File: src/rtl/bi_run_controller.sv
// Run sequencer for the bus-invert datapath. It steps through seed prime, pipeline fill,
// the measured words, a done pulse and a result hold, and tallies comparator mismatches.
//
// state | meaning
// IDLE  | no run active, all enables low
// PRIME | one cycle with only the generator enabled, so the generator sees its load edge
// FILL  | PIPE_LAT cycles with the full pipeline enabled; compare results are ignored
// RUN   | NUM_WORDS measured cycles; word and mismatch counting
// DONE  | one-cycle done pulse; pass is resolved here
// HOLD  | run results are held until the next start or an abort
module bi_run_controller #(
  parameter int NUM_WORDS = 2000,
  parameter int PIPE_LAT  = 4,
  parameter int CNT_W     = 16,
  parameter int ERR_W     = 16
) (
  input  logic             clk,
  input  logic             rst,
  input  logic             start,
  input  logic             abort,
  input  logic             err_inject,
  input  logic             isequal,
  output logic             en_gen_data,
  output logic             en_gen_err,
  output logic             en_enc,
  output logic             en_bus,
  output logic             en_dec,
  output logic             en_trans_count,
  output logic             en_bf1,
  output logic             en_bf2,
  output logic             en_k_comp,
  output logic             done,
  output logic             busy,
  output logic [CNT_W-1:0] word_count,
  output logic [ERR_W-1:0] err_count,
  output logic             pass
);

  typedef enum logic [2:0] {
    S_IDLE  = 3'd0,
    S_PRIME = 3'd1,
    S_FILL  = 3'd2,
    S_RUN   = 3'd3,
    S_DONE  = 3'd4,
    S_HOLD  = 3'd5
  } state_t;

  localparam logic [CNT_W-1:0] PHASE_LAST = CNT_W'(PIPE_LAT - 1);
  localparam logic [CNT_W-1:0] WORD_LAST  = CNT_W'(NUM_WORDS - 1);
  localparam logic [ERR_W-1:0] ERR_MAX    = '1;

  state_t           state_q, state_d;
  logic [CNT_W-1:0] phase_q, phase_d;
  logic [CNT_W-1:0] word_count_q, word_count_d;
  logic [ERR_W-1:0] err_count_q, err_count_d;
  logic             pass_q, pass_d;

  always_ff @(posedge clk or posedge rst) begin
    if (rst) begin
      state_q      <= S_IDLE;
      phase_q      <= '0;
      word_count_q <= '0;
      err_count_q  <= '0;
      pass_q       <= 1'b0;
    end else begin
      state_q      <= state_d;
      phase_q      <= phase_d;
      word_count_q <= word_count_d;
      err_count_q  <= err_count_d;
      pass_q       <= pass_d;
    end
  end

  always_comb begin
    state_d      = state_q;
    phase_d      = phase_q;
    word_count_d = word_count_q;
    err_count_d  = err_count_q;
    pass_d       = pass_q;

    unique case (state_q)
      S_IDLE: begin
        if (start && !abort) begin
          state_d      = S_PRIME;
          word_count_d = '0;
          err_count_d  = '0;
          pass_d       = 1'b0;
        end
      end

      S_PRIME: begin
        if (abort) begin
          state_d = S_IDLE;
          pass_d  = 1'b0;
        end else begin
          state_d = S_FILL;
          phase_d = '0;
        end
      end

      S_FILL: begin
        if (abort) begin
          state_d = S_IDLE;
          pass_d  = 1'b0;
        end else if (phase_q == PHASE_LAST) begin
          state_d = S_RUN;
        end else begin
          phase_d = phase_q + CNT_W'(1);
        end
      end

      S_RUN: begin
        // The word in flight on an abort edge still counts; only the done pulse is lost.
        word_count_d = word_count_q + CNT_W'(1);
        if (!isequal && (err_count_q != ERR_MAX)) begin
          err_count_d = err_count_q + ERR_W'(1);
        end
        if (abort) begin
          state_d = S_IDLE;
          pass_d  = 1'b0;
        end else if (word_count_q == WORD_LAST) begin
          state_d = S_DONE;
        end
      end

      S_DONE: begin
        if (abort) begin
          state_d = S_IDLE;
          pass_d  = 1'b0;
        end else begin
          state_d = S_HOLD;
          pass_d  = (err_count_q == '0);
        end
      end

      S_HOLD: begin
        if (abort) begin
          state_d = S_IDLE;
          pass_d  = 1'b0;
        end else if (start) begin
          state_d      = S_PRIME;
          word_count_d = '0;
          err_count_d  = '0;
          pass_d       = 1'b0;
        end
      end

      default: begin
        state_d = S_IDLE;
        pass_d  = 1'b0;
      end
    endcase
  end

  logic pipe_en;

  // Everything but en_gen_err is a pure state decode.
  always_comb begin
    pipe_en        = (state_q == S_FILL) || (state_q == S_RUN);
    en_gen_data    = pipe_en || (state_q == S_PRIME);
    en_gen_err     = (state_q == S_RUN) && err_inject;
    en_enc         = pipe_en;
    en_bus         = pipe_en;
    en_dec         = pipe_en;
    en_trans_count = pipe_en;
    en_bf1         = pipe_en;
    en_bf2         = pipe_en;
    en_k_comp      = pipe_en;
    done           = (state_q == S_DONE);
    busy           = (state_q == S_PRIME) || (state_q == S_FILL) ||
                     (state_q == S_RUN)   || (state_q == S_DONE);
  end

  assign word_count = word_count_q;
  assign err_count  = err_count_q;
  assign pass       = pass_q;

endmodule

File: config.mk
export PLATFORM = sky130hd
export DESIGN_NAME = bi_run_controller
export DESIGN_NICKNAME = d
export VERILOG_FILES = /design/src/rtl/bi_run_controller.sv
export SDC_FILE = /design/constraint.sdc
export NUM_CORES = 1
export LEC_CHECK = 0
export ABC_AREA = 1
export BUFFER_PORTS_ARGS = -buffer_cell sky130_fd_sc_hd__buf_2
export CELL_PAD_IN_SITES_DETAIL_PLACEMENT = 0
export CELL_PAD_IN_SITES_GLOBAL_PLACEMENT = 1
export CORE_MARGIN = 2
export CORE_UTILIZATION = 44
export CTS_BUF_LIST = sky130_fd_sc_hd__clkbuf_4 sky130_fd_sc_hd__clkbuf_8
export DETAILED_ROUTE_END_ITERATION = 16
export HOLD_SLACK_MARGIN = 0.05
export MAX_ROUTING_LAYER = met4
export PLACE_DENSITY = 0.9
export SLEW_MARGIN = 30
export SYNTH_ARGS = -nofsm -noshare
export SYNTH_HDL_FRONTEND = slang
export SYNTH_SLANG_ARGS = --single-unit
File: constraint.sdc
create_clock -name clk -period 2.35 [get_ports clk]
set_input_delay 0.1175 -clock clk [delete_from_list [all_inputs] [get_ports clk]]
set_output_delay 0.1175 -clock clk [all_outputs]
set_load 0.02 [all_outputs]
### Word level (Yosys, flattened, before mapping)

Cells that the tools add are included.

* register bits after elaboration: 52
* input bits: 6
* logic and storage cells: 73

* add/sub/neg operators: 3
* eq/ne operators: 19
* muxes and demuxes: 26
* reduce and logical (&&, ||, !) cells: 20

Operator list (count)
* $mux W16: 7
* $pmux W16 S3: 2
* $add A16 B1 Y16 const B: 3
* $pmux W16 S2: 1
* $mux W3: 8
* $pmux W3 S6: 1
* $eq A16 B11 Y1 const B: 1
* $eq A16 B2 Y1 const B: 1
* $logic_not A16 Y1: 1
* $ne A16 B16 Y1 const B: 1
* $ne A2 B2 Y1 const B: 7
* $reduce_and A4 Y1: 3
* $ne A3 B3 Y1 const B: 3
* $eq A3 B2 Y1 const B: 2
* $eq A3 B3 Y1 const B: 2
* $logic_or A1 B1 Y1: 5
* $mux W1: 5
* $reduce_and A5 Y1: 1
* $pmux W1 S4: 1
* $eq A3 B1 Y1 const B: 1
* $logic_and A1 B1 Y1: 3
* $logic_not A3 Y1: 1
* $reduce_and A3 Y1: 1
* $reduce_bool A3 Y1: 1
* other kinds (5): 6

### Logic depth before layout (Yosys ltp)

Gate-level depths: netlist of run 1.

* depth in word-level cells: 4
* mapped depth: 10
* mapped depth without buffers: 10

### Worst setup path before layout of run 1

No wires, ideal clock.

* path kind: reg2reg
* start: register err_count_q[1], in the netlist err_count[1]
* end: register err_count_q[2], in the netlist err_count[2]
* arrival: 1604 ps
* setup slack: 670 ps
* stages on the path, launching flop included: 11
* path buffers: 1
* period minus slack after synthesis: 1680 ps
* cells stage by stage: dfrtp_1 ha_1 nand2_1 nor2_2 nand2_2 nor2_4 nor2_4 nor2_4 buf_6 nand2_1 o21ai_1

* word-level cells in the longest chain between the ends: 4

Ends and longest elaborated chain
* start: declaration: line 55 `logic [ERR_W-1:0] err_count_q, err_count_d;`
* start signal: assignment: line 69 `err_count_q <= err_count_d;`
* branches (longest 4 deep; another with $add A16 B1 Y16)

Parallel ways; which one is timed is not known. The select of a mux whose other input is x is not followed.
A chain may end at the register's enable or synchronous reset.

### Worst setup path in the final report of run 1

* start: register err_count_q[1], in the netlist err_count[1]
* end: register err_count_q[12], in the netlist err_count[12]

Same word-level chain as after synthesis.

==> results of run 1 <==
==> sequential cells by signal, summed over array words and instances (netlist names) <==
signal,flops
err_count,16
phase_q,16
word_count,16
state_q,3
pass,1
==> cell usage after synthesis (6+ instances only) <==
master     n
dfrtp_1   52
buf_4      7
o21ai_2    7
buf_2      6
inv_1     56
nor2_1    72
nand3_1   59
nand2_1  146
nor3_1    11
o21ai_0   29
nand4_1   20
xor2_1    12
==> routing by layer <==
layer  vias up  track usage [%]  wire length [µm]
li1       1783                -                 -
met1      1616            30.11              4232
met2        49            35.97              4279
met3         5            2.729               229
met4         0            3.986                47
met5         -                -                 0
==> cell type report <==
class | instances | area, µm² | share of cell area, %
multi-input cells | 396 | 1909 | 47.61
inverters | 58 | 217.7 | 5.429
clock inverters | 1 | 30.03 | 0.7488
repair buffers | 58 | 327.8 | 8.175
flip-flops and latches | 52 | 1301 | 32.45
clock buffers | 7 | 96.34 | 2.402
well taps | 102 | 127.6 | 3.183
==> cells by family after synthesis <==
group / share of synthesized area (%)
adder cells (fa/ha/maj): 1.415
AND/OR/NAND/NOR: 40.47
AO/OA/AOI/OAI: 8.879
buffers and inverters: 9.232
flip-flops: 36.79
XOR/XNOR: 3.219
==> worst max-delay path, stage by stage (launching register included) <==
cell	delay, ns
dfrtp_1	0.42
ha_1	0.26
nand2_1	0.10
nor2_2	0.18
nand2_2	0.10
nor2_4	0.15
nor2_4	0.06
nor2_4	0.39
nand2_1	0.13
o21ai_2	0.08
==> placed cells by master (no fill, tap or decap), drive strengths merged <==
| cell type | count |
|---|---|
| nand2 | 148 |
| nor2 | 79 |
| nand3 | 59 |
| inv | 58 |
| buf | 57 |
| dfrtp | 52 |
| o21ai | 41 |
| nand4 | 20 |
| xor2 | 12 |
| nor3 | 12 |
| clkbuf | 7 |
| a21oi | 5 |
| o21bai | 4 |
| ha | 4 |
| nor4 | 2 |
| or2 | 2 |
| o22ai | 2 |
| a21o | 1 |
| nor3b | 1 |
| xnor2 | 1 |
| nand3b | 1 |
| and2 | 1 |
| a211oi | 1 |
| bufinv | 1 |
| dlygate4sd3 | 1 |
==> how the worst min path moves through the flow <==
stage / slack [ns] / endpoint / cells past startpoint
floorplan: 0.28 / state_q[2] / 3
global placement: 0.06 / phase_q[12] / 2
detailed placement: 0.07 / phase_q[12] / 2
CTS: 0.10 / state_q[2] / 4
global route: 0.11 / state_q[2] / 4
finish: 0.11 / state_q[2] / 4
==> metrics by stage <==
step	hold WS, ns	setup WS [ns]	instances	util (%)
finish	0.1113	0.3926	674	51.63
global route	0.1068	0.1810	674	51.63
CTS	0.1015	0.3861	674	51.63
detailed placement	0.06923	0.4010	665	49.87
global placement	0.06400	0.5048	665	49.87
floorplan	0.2771	0.6700	522	-
==> power by group <==
group          total [mW]  switching (mW)  internal (mW)  leakage [nW]
Clock               0.674           0.298          0.376        0.0645
Combinational        1.30           0.895          0.405          1.11
Sequential           1.22           0.186           1.03         0.718
Total                3.19            1.38           1.81          1.90
==> qor.yml, run 1 <==
grt_pass1_vias: 3281
numPortBuffers: 49
ctsHtreeMaxLevel: 2
num_rows: 32
grt_overflow: 0
drt.antenna.violating_nets: 0
netlist.area_leader.share_pct: 36.79
drv_cap: 0
holdBufCountCts: 1
wirelength_um: 8789
fp.dieH_um: 93.66
rr_worst_depth: 9
synthArstFlopShare_pct: 100.0
route.detailed.drc: 0
fin_skew_ns: 0.01476
vdd_ir_drop_max_uv: 364.3
rr_startpoint: "err_count[1]"
arrival_ns: 2.19
yosysUniqueCellTypes: 32
antennaDiodeCount: 0
yosys-top-cells-area: "dfrtp_1, nand2_1, nand3_1"
track_usage_pct: 22.05
n_fill_cell: 809
path_max_fanout: 20
setup_viol: 0
endpoint_kind: "register"
path_clk_slew_ns: 0.10
drtPass1Iterations: 4
core_mm2: 0.007767
grt_max_degree: 43
synth_top_area_cell: "dfrtp_1"
syn_area_per_cell_um2: 6.776
finalPower_mw: 3.192
slew-limit-headroom_pct: 66.38
clock-root-buffer: "clkbuf_8"
placed_area_mm2: 0.003874
startpoint_type: "register"
seq_area_frac_synth_pct: 36.79
crit_required_ns: 2.58
cts_buffer_depth: 2
synthesis.nets: 532
synthFlopType: "dfrtp_1"
status: "completed"
grt_pass1_wl_um: 15350
wl_per_cell_um: 13.04
hp-start: "start"
worst_pin_slew_ns: 0.5031
design_area_mm2: 0.004010
timing.critical_path.to: "err_count[12]"
crit_path_start: "err_count[1]"
io_pins: 50
gp_congestion: 0.8544
rsz0062_at_grt: "false"
crit_type: "register to register"
antenna_found_initial: 0
postCtsSetupBuffers: 0
hpwl_um: 6626
layout-drive-gt1-share_pct: 15.21
p_per_area_mw_per_mm2: 796.0
rrSetupSlack_ns: 0.39
yosys_register_bits: 52
period_needed_ns: 1.957
final_nets: 581
min_period_over_period_pct: 83.29
hold_path.class: "input port to register"
synthCells: 522
die_w_um: 93.66
drtIter0Drc: 151
fin_setup_tns_ns: 0
synth_edf_count: 0
cts_buffers: 5
rr_endpoint: "err_count[12]"
cts_tree: "yes"
num_vias: 3453
synthesis.area_mm2: 0.003537
cts_resized: 0
drv_slew: 0
viasPerCell: 5.123
insertion_delay_ns: 0.31
areaGrowthSynthToFinish_pct: 13.37
max_freq_mhz: 510.9
p_leak_nw: 1.896
die_area_mm2: 0.008772
initial_core_util_pct: 45.54
hold_viol_final: 0
ys_warn_count: 0
cts_sinks: 52
Power figures use the tool's default switching activity.
==> inputs of run 2 (changes only) <==
CORE_UTILIZATION = 38   (was 44)
PLACE_DENSITY = 0.83   (was 0.9)
clock period = 1.7 ns   (was 2.35 ns; I/O delays follow)
==> run 2 against run 1 <==
  * Hold slack worse by 0.042 ns
  * Register-to-register slack worse by 0.31 ns
  * Clock power is 11% higher
  * Setup slack worse by 0.32 ns
  * Combinational power is 63% higher
  * Critical path type is now register to output port
  * Clock-buffer cell count is 1 lower
  * Sequential power is 35% higher
==> qor.yml, run 2 (synthesis gave the netlist of run 1 again) <==
power_frac_clock_pct: 16.5  # -4.6 points
ctsHtreeMaxLevel: 2  # unchanged
die_w_um: 100.5  # +7.3%
numPortBuffers: 49  # unchanged
placed_area_mm2: 0.004018  # +3.7%
grt_overflow: 0  # unchanged
seq_power_share_pct: 36.6  # -1.5 points
insertion_delay_ns: 0.31  # about the same
num_vias: 3572  # +3.4%
arrival_ns: 1.54  # -0.65 ns
design_area_mm2: 0.004255  # +6.1%
p_leak_nw: 2.029  # +7.0%
hold_path.class: "input port to register"
endpoint_kind: "output port"
viasPerCell: 5.045  # -1.5%
hpwl_um: 6784  # +2.4%
drtPass1Iterations: 4  # unchanged
grt_pass1_wl_um: 15710  # +2.4%
track_usage_pct: 19.57  # -2.5 points
rsz0062_at_grt: "true"
drtIter0Drc: 171  # +13%
p_int_mw: 2.503  # +38%
antennaDiodeCount: 0  # unchanged
drt.antenna.violating_nets: 0  # unchanged
io_pins: 50  # unchanged
core_mm2: 0.009153  # +18%
placed_cells: 690  # +3.8%
route.detailed.drc: 0  # unchanged
switching_share_pct: 44.67  # +1.5 points
final_nets: 606  # +4.3%
p_sw_mw: 2.020  # +47%
layout-drive-gt1-share_pct: 20.94  # +5.7 points
clock-root-buffer: "clkbuf_8"
worst_pin_slew_ns: 0.3839  # -0.1192 ns
wirelength_um: 9258  # +5.3%
crit_type: "register to output port"
cts_sinks: 52  # unchanged
path_max_fanout: 8  # -60%
fin_skew_ns: 0.009873  # -0.004884 ns
cts_buffer_depth: 2  # unchanged
cts_buffers: 5  # unchanged
wl_per_cell_um: 13.08  # +0.28%
antenna_found_initial: 0  # unchanged
whs_ns: 0.06962  # -0.04166 ns
n_fill_cell: 942  # +16%
setup_viol: 0  # unchanged
final_common_cell: "nand2_1"
initial_core_util_pct: 38.65  # -6.9 points
path_clk_slew_ns: 0.10  # about the same
crit_required_ns: 1.62  # -0.96 ns
startpoint_type: "register"
layout_common_cells: "nand2_1, nor2_1, nand3_1"
vdd_ir_drop_max_uv: 659.7  # +81%
status: "completed"
fin_setup_tns_ns: 0  # unchanged
utilization_pct: 46.49  # -5.1 points
num_rows: 35  # +9.4%
hold_viol_final: 0  # unchanged
cts_tree: "yes"
period_needed_ns: 1.625
drv_cap: 0  # unchanged
p_per_area_mw_per_mm2: 1063  # +34%
gp_congestion: 0.8373  # -2.0%
grt_pass1_vias: 3418  # +4.2%
drv_slew: 0  # unchanged
areaGrowthSynthToFinish_pct: 20.30
fp.dieH_um: 100.5  # +7.3%
p_comb_share_pct: 46.9  # +6.2 points
grt_max_degree: 53  # +23%
max_freq_mhz: 615.3
min_period_over_period_pct: 95.61
slew-limit-headroom_pct: 74.40  # +8.0 points
finalNonFillerCells: 708  # +5.0%
die_area_mm2: 0.01010  # +15%
-- run 2: stage by stage --
stage	total power [mW]	setup WS (ns)
after global routing	4.845	-0.03329
after detailed placement	3.597	0.02088
after CTS	4.377	0.003079
final	4.523	0.07469
after global placement	3.582	0.07560
after floorplan	3.003	0.02001
-- run 2: power groups by stage --
stage	Clock [mW]	Sequential [mW]	Combinational [mW]
finish	0.745	1.65	2.12
CTS	0.782	1.65	1.95
detailed placement	0	1.67	1.93
global route	0.814	1.69	2.34
global placement	0	1.67	1.91
floorplan	0	1.83	1.17
-- run 2: worst max-delay path, stage by stage (launching register included) --
cell and delay [ns]:
dfrtp_2 0.46, nand2_1 0.11, inv_2 0.08, nor2_4 0.11
inv_1 0.05, or2_2 0.26, buf_2 0.16
-- run 2: layer usage --
| metal | vias to the layer above | GRT usage, % | part of all wire (%) |
|---|---|---|---|
| met5 | - | - | 0 |
| met4 | 0 | 4.531 | 0.67 |
| met3 | 6 | 2.913 | 3.3 |
| met2 | 70 | 32.47 | 49 |
| met1 | 1652 | 25.41 | 47 |
| li1 | 1844 | - | - |
-- run 2: final cells by class --
cell class              instances  area [µm²]  share of cell area, %
multi-input cells             396        1958                  46.02
well taps                     111       138.9                  3.264
clock buffers                   6       76.32                  1.794
flip-flops and latches         52        1305                  30.67
inverters                      58       217.7                  5.116
clock inverters                 2       13.76                 0.3234
repair buffers                 83       545.5                  12.82
-- run 2: timing repair --
item                       in CTS  in global routing
gates cloned                    0                  1
pin swaps                       0                  6
setup endpoints to repair       1                 36
setup buffers                   1                  7
gates resized for setup         1                 26
hold endpoints to repair       52                  0
hold buffers                    1                  0
-- run 2: final timing paths --
check	to	slack, ns	start	cells after the start
max reg2reg	phase_q[10]	0.08	state_q[2]	8
min	state_q[2]	0.07	start	4
max in group asynchronous	err_count[4]	1.09	rst	4
min in group asynchronous	phase_q[5]	0.36	rst	4
min reg2reg	pass	0.50	pass	2
max	busy	0.07	state_q[1]	6
